## src/rtl/axis_packet_arbiter.sv

```systemverilog
// axis_packet_arbiter
//
// Packet-granular round-robin arbiter. It merges two AXI-Stream frame sources,
// each with the full tuser sideband, onto one output port. Once an input is
// granted, it owns the output from its first beat through its tlast beat.
// Beats of different packets are never interleaved.
//
// Handshake: a beat moves on any port only when tvalid and tready are both
// high on the same rising clk edge. tready never depends on the same port's
// tvalid. The granted input's tready is m_axis_tready passed straight through.
// The non-granted input always sees tready low.
//
// Ports:
//   clk, axi_reset           clock, asynchronous active-high reset
//   s0_axis_* / s1_axis_*    input streams (tdata, tkeep, tuser_*, tvalid,
//                            tlast in; tready out)
//   m_axis_*                 merged output stream (m_axis_tready in)
//   grant                    input currently or most recently selected
//   busy                     high while forwarding a packet; with only two
//                            FSM states this is the full state for debug
//   pkt_count0/pkt_count1    packets forwarded per input (wrapping 32-bit)
//
// Build option: define AXIS_PACKET_ARBITER_STATS_EN to build the packet
// counters. Without it, both counter ports read 32'h0.
module axis_packet_arbiter #(
  parameter int C_DATA_WIDTH = 256
) (
  input  logic                      clk,
  input  logic                      axi_reset,
  input  logic [C_DATA_WIDTH-1:0]   s0_axis_tdata,
  input  logic [C_DATA_WIDTH/8-1:0] s0_axis_tkeep,
  input  logic [13:0]               s0_axis_tuser_packet_length,
  input  logic [2:0]                s0_axis_tuser_in_port,
  input  logic [7:0]                s0_axis_tuser_out_port,
  input  logic [2:0]                s0_axis_tuser_in_vport,
  input  logic [7:0]                s0_axis_tuser_out_vport,
  input  logic                      s0_axis_tvalid,
  input  logic                      s0_axis_tlast,
  output logic                      s0_axis_tready,
  input  logic [C_DATA_WIDTH-1:0]   s1_axis_tdata,
  input  logic [C_DATA_WIDTH/8-1:0] s1_axis_tkeep,
  input  logic [13:0]               s1_axis_tuser_packet_length,
  input  logic [2:0]                s1_axis_tuser_in_port,
  input  logic [7:0]                s1_axis_tuser_out_port,
  input  logic [2:0]                s1_axis_tuser_in_vport,
  input  logic [7:0]                s1_axis_tuser_out_vport,
  input  logic                      s1_axis_tvalid,
  input  logic                      s1_axis_tlast,
  output logic                      s1_axis_tready,
  output logic [C_DATA_WIDTH-1:0]   m_axis_tdata,
  output logic [C_DATA_WIDTH/8-1:0] m_axis_tkeep,
  output logic [13:0]               m_axis_tuser_packet_length,
  output logic [2:0]                m_axis_tuser_in_port,
  output logic [7:0]                m_axis_tuser_out_port,
  output logic [2:0]                m_axis_tuser_in_vport,
  output logic [7:0]                m_axis_tuser_out_vport,
  output logic                      m_axis_tvalid,
  output logic                      m_axis_tlast,
  input  logic                      m_axis_tready,
  output logic                      grant,
  output logic                      busy,
  output logic [31:0]               pkt_count0,
  output logic [31:0]               pkt_count1
);

  typedef enum logic {
    IDLE = 1'b0,
    FWD  = 1'b1
  } state_t;

  state_t state_q, state_d;
  logic   grant_q, grant_d;

  always_ff @(posedge clk or posedge axi_reset) begin
    if (axi_reset) begin
      state_q <= IDLE;
      // Reset to 1 so that input 0 wins the first contested arbitration.
      grant_q <= 1'b1;
    end else begin
      state_q <= state_d;
      grant_q <= grant_d;
    end
  end

  always_comb begin
    state_d                    = state_q;
    grant_d                    = grant_q;
    s0_axis_tready             = 1'b0;
    s1_axis_tready             = 1'b0;
    m_axis_tdata               = '0;
    m_axis_tkeep               = '0;
    m_axis_tuser_packet_length = '0;
    m_axis_tuser_in_port       = '0;
    m_axis_tuser_out_port      = '0;
    m_axis_tuser_in_vport      = '0;
    m_axis_tuser_out_vport     = '0;
    m_axis_tvalid              = 1'b0;
    m_axis_tlast               = 1'b0;

    case (state_q)
      IDLE: begin
        // One arbitration cycle per packet. When both inputs request, the
        // input that did not go last wins. The chosen input may drop tvalid
        // afterwards; FWD simply waits for it to return.
        if (s0_axis_tvalid || s1_axis_tvalid) begin
          grant_d = (s0_axis_tvalid && s1_axis_tvalid) ? ~grant_q : s1_axis_tvalid;
          state_d = FWD;
        end
      end
      FWD: begin
        if (grant_q) begin
          m_axis_tdata               = s1_axis_tdata;
          m_axis_tkeep               = s1_axis_tkeep;
          m_axis_tuser_packet_length = s1_axis_tuser_packet_length;
          m_axis_tuser_in_port       = s1_axis_tuser_in_port;
          m_axis_tuser_out_port      = s1_axis_tuser_out_port;
          m_axis_tuser_in_vport      = s1_axis_tuser_in_vport;
          m_axis_tuser_out_vport     = s1_axis_tuser_out_vport;
          m_axis_tvalid              = s1_axis_tvalid;
          m_axis_tlast               = s1_axis_tlast;
          s1_axis_tready             = m_axis_tready;
        end else begin
          m_axis_tdata               = s0_axis_tdata;
          m_axis_tkeep               = s0_axis_tkeep;
          m_axis_tuser_packet_length = s0_axis_tuser_packet_length;
          m_axis_tuser_in_port       = s0_axis_tuser_in_port;
          m_axis_tuser_out_port      = s0_axis_tuser_out_port;
          m_axis_tuser_in_vport      = s0_axis_tuser_in_vport;
          m_axis_tuser_out_vport     = s0_axis_tuser_out_vport;
          m_axis_tvalid              = s0_axis_tvalid;
          m_axis_tlast               = s0_axis_tlast;
          s0_axis_tready             = m_axis_tready;
        end
        if (m_axis_tvalid && m_axis_tready && m_axis_tlast) begin
          state_d = IDLE;
        end
      end
      default: state_d = IDLE;
    endcase
  end

  assign grant = grant_q;
  assign busy  = (state_q == FWD);

`ifdef AXIS_PACKET_ARBITER_STATS_EN
  logic        last_xfer;
  logic [31:0] pkt_count0_q, pkt_count0_d;
  logic [31:0] pkt_count1_q, pkt_count1_d;

  // The tlast transfer can only happen in FWD, because m_axis_tvalid is low in IDLE.
  assign last_xfer = m_axis_tvalid && m_axis_tready && m_axis_tlast;

  always_comb begin
    pkt_count0_d = pkt_count0_q;
    pkt_count1_d = pkt_count1_q;
    if (last_xfer && !grant_q) pkt_count0_d = pkt_count0_q + 32'd1;
    if (last_xfer &&  grant_q) pkt_count1_d = pkt_count1_q + 32'd1;
  end

  always_ff @(posedge clk or posedge axi_reset) begin
    if (axi_reset) begin
      pkt_count0_q <= '0;
      pkt_count1_q <= '0;
    end else begin
      pkt_count0_q <= pkt_count0_d;
      pkt_count1_q <= pkt_count1_d;
    end
  end

  assign pkt_count0 = pkt_count0_q;
  assign pkt_count1 = pkt_count1_q;
`else
  assign pkt_count0 = 32'h0;
  assign pkt_count1 = 32'h0;
`endif

endmodule

```

## config.mk

```make
export PLATFORM = sky130hd
export DESIGN_NAME = axis_packet_arbiter
export DESIGN_NICKNAME = d
export VERILOG_FILES = /design/src/rtl/axis_packet_arbiter.sv
export SDC_FILE = /design/constraint.sdc
export NUM_CORES = 1
export LEC_CHECK = 0
export ABC_AREA = 1
export CAP_MARGIN = 10
export CELL_PAD_IN_SITES_DETAIL_PLACEMENT = 1
export CELL_PAD_IN_SITES_GLOBAL_PLACEMENT = 2
export CORE_AREA = 2 2 409 411
export CTS_CLUSTER_DIAMETER = 40
export DETAILED_ROUTE_END_ITERATION = 16
export DIE_AREA = 0 0 411 413
export PLACE_DENSITY = 0.51
export SETUP_SLACK_MARGIN = 0.3
export SLEW_MARGIN = 20
export SYNTH_ARGS = -nofsm -noshare
export SYNTH_HDL_FRONTEND = slang
export SYNTH_SLANG_ARGS = --single-unit
```

## constraint.sdc

```tcl
create_clock -name clk -period 1.5 [get_ports clk]
set_input_delay 0.3 -clock clk [delete_from_list [all_inputs] [get_ports clk]]
set_output_delay 0.3 -clock clk [all_outputs]
set_load 0.005 [all_outputs]
```

==> run summary, run 1 <==
outcome: finished with violations
violated checks: negative setup slack
Final min period: 2320 ps
CTS tree: yes
Mean Syn Cell Area: 4.83 sq um
drt wl/cell: 25.9 um
Core ar.: 166000 sq um
Synth Register Bits: 2
most frequent cells in the layout: 654 x clkdlybuf4s50_1, 293 x nand2_4, 268 x a21oi_2
f_max: 431 MHz
# IOs: 1049
Register Area: 56.3 sq um
Syn-to-layout area delta: 369%
via count: 13400
critical path data required time: 1200 ps
CTS H-tree lvls: 1
initial antenna violation count: 68
GRT overflow: 0
MaxCap Viol Count: 0
fin util: 0.160
RR Endpoint: busy
vias in the first global route: 14000
Worst Setup Start Kind: register
Clock Latency Late Sink: 220 ps
Clock Tree Root: clkbuf_16
PnR worst setup slack: -821 ps
Clock Tree Buf Depth: 2
worst hold path class: in2async
GR Util All Layers: 0.133
antenna-violating nets left: 0
setup TNS: -224080 ps
worst-path fanout max: 8
Cells after Synth: 1173
drt total wl: 121000 um
Setup crit end kind: output port
vias per cell: 2.88
Setup Skew: 4.79 ps
DIE AREA: 170000 sq um
Worst Path Arrival: 2020 ps
PwrDens: 1680 nW/um^2
reg2reg start: grant
synthesized cell area: 5660 sq um
die width: 411 um
largest net degree at the start of global routing: 34
FF-to-FF path depth: 13
CTS Hold Bufs: 0
RSZ-0062 raised after global routing: yes
Hold Violations, Final: 0
Final GP Congestion: 0.893
Crit Path Class: reg2out
Detail Placement HPWL: 102000 um
Multi-input gate area: 8900 sq um
DRT Pass-1 Iters: 6
Final Total Pwr: 44.6 mW
VDD IR max: 675 uV
starting DRC count in detailed routing: 485
Fillers: 19600
crit path capture: m_axis_tdata[181]
Slew Limit Fails: 0
initial core utilization: 0.0341
most common cell after layout, fill and taps aside: clkdlybuf4s50_1
DRC errors left: 0
die height: 413 um
setup violators final: 331
final worst-path cycle share: 1.55
row cnt: 150
count of input and output buffers: 984
fin nets: 3114
crit path launch: grant
R2R setup slack: -430 ps
layout cell share with drive strength beyond 1: 0.638
Num CTS Buffers: 3
Synth cell types: 20
post-synthesis sequential area ratio: 0.00906
clk sinks: 2
warnings from Yosys: 0
first-pass GRT wire length: 149000 um
clock-pin slew on the worst setup and hold paths: 30 ps
LEAKAGE: 11.3 nW
worst min path at each step:
| stage | cells after the start | startpoint | to | slack [ps] |
|---|---|---|---|---|
| after floorplan | 1 | axi_reset | busy | 40 |
| after global placement | 2 | axi_reset | busy | 500 |
| after detailed placement | 2 | axi_reset | busy | 500 |
| after CTS | 2 | axi_reset | busy | 280 |
| after global routing | 2 | axi_reset | busy | 270 |
| final | 2 | axi_reset | busy | 270 |
stage by stage:
step                      std cells  worst slack [ps]  area, sq um  hold WS, ps
after floorplan                1236              56.5         7100         40.5
after detailed placement       4397             -1000        19700          503
after global routing           4664              -874        26500          273
after global placement         4397              -981        19700          499
final                          4666              -821        26500          266
after CTS                      4604              -855        24200          276
layer usage:
layer / track usage / routed length, um / up-vias
met5: 0 / 22 / -
met2: 0.235 / 59600 / 634
met1: 0.170 / 51300 / 6430
met3: 0.0327 / 8320 / 140
li1: - / - / 6215
met4: 0.00707 / 1570 / 4
timing repair:
action	4_1_cts	5_1_grt
endpoints found under the setup margin	332	332
hold endpoints to repair	0	0
gates cloned	38	4
resized for setup	1948	472
setup buffers	165	54
pin swaps	202	151
final cells by class:
cell class | instances | share of cell area
Clock buffer | 4 | 0.00297
Timing Repair inverter | 1 | 0.000613
Antenna cell | 4 | 0.000377
Timing Repair Buffer | 1390 | 0.553
Inverter | 7 | 0.00226
Multi-Input combinational cell | 1054 | 0.335
Tap cell | 2204 | 0.104
Sequential cell | 2 | 0.00212
registers in the layout, summed over array words and instances, names as in the netlist:
| name | count |
|---|---|
| busy | 1 |
| grant | 1 |
Yosys cell counts:
library cell	instances	share of area
clkbuf_1	23	0.015
nand3_1	2	0.0018
clkbuf_4	4	0.0053
dfrtp_1	1	0.0044
nand2_2	10	0.011
inv_1	5	0.0033
inv_8	1	0.0020
a21oi_1	304	0.27
nor2_1	3	0.0020
nor3_2	1	0.0018
a21oi_2	20	0.031
inv_2	1	0.00066
buf_2	13	0.011
buf_12	3	0.011
buf_6	33	0.066
dfstp_2	1	0.0046
buf_4	97	0.13
nor3_1	2	0.0018
nand2_1	648	0.43
conb_1	1	0.00066
worst max-delay path, stage by stage (launching register included):
cell and delay [ps]:
dfstp_4 630, buf_12 160, buf_16 160, buf_12 130
buf_12 120, buf_12 130, nand2_2 70, a21oi_4 160
buf_8 160
where the power goes:
group | internal, mW | total, mW | switching, mW
clock network | 0.350 | 0.413 | 0.0630
logic | 22.9 | 44.1 | 21.2
registers | 0.0949 | 0.130 | 0.0355
cell families after synthesis:
kind of cell	count (synthesis)	share of synthesized area
simple gates	666	0.448
compound gates	324	0.300
buf+inv	180	0.243
other cells	1	0.000662
flops	2	0.00906
Power figures use the tool's default switching activity.
==> inputs of run 2 (changes only) <==
--- a/config.mk
+++ b/config.mk
@@ -6,7 +6,7 @@
 export NUM_CORES = 1
 export LEC_CHECK = 0
 export ABC_AREA = 1
-export CAP_MARGIN = 10
+export CAP_MARGIN = 30
 export CELL_PAD_IN_SITES_DETAIL_PLACEMENT = 1
 export CELL_PAD_IN_SITES_GLOBAL_PLACEMENT = 2
 export CORE_AREA = 2 2 409 411
==> results of run 2 <==
No change in the layout: final DEF, timing and power equal those of run 1.
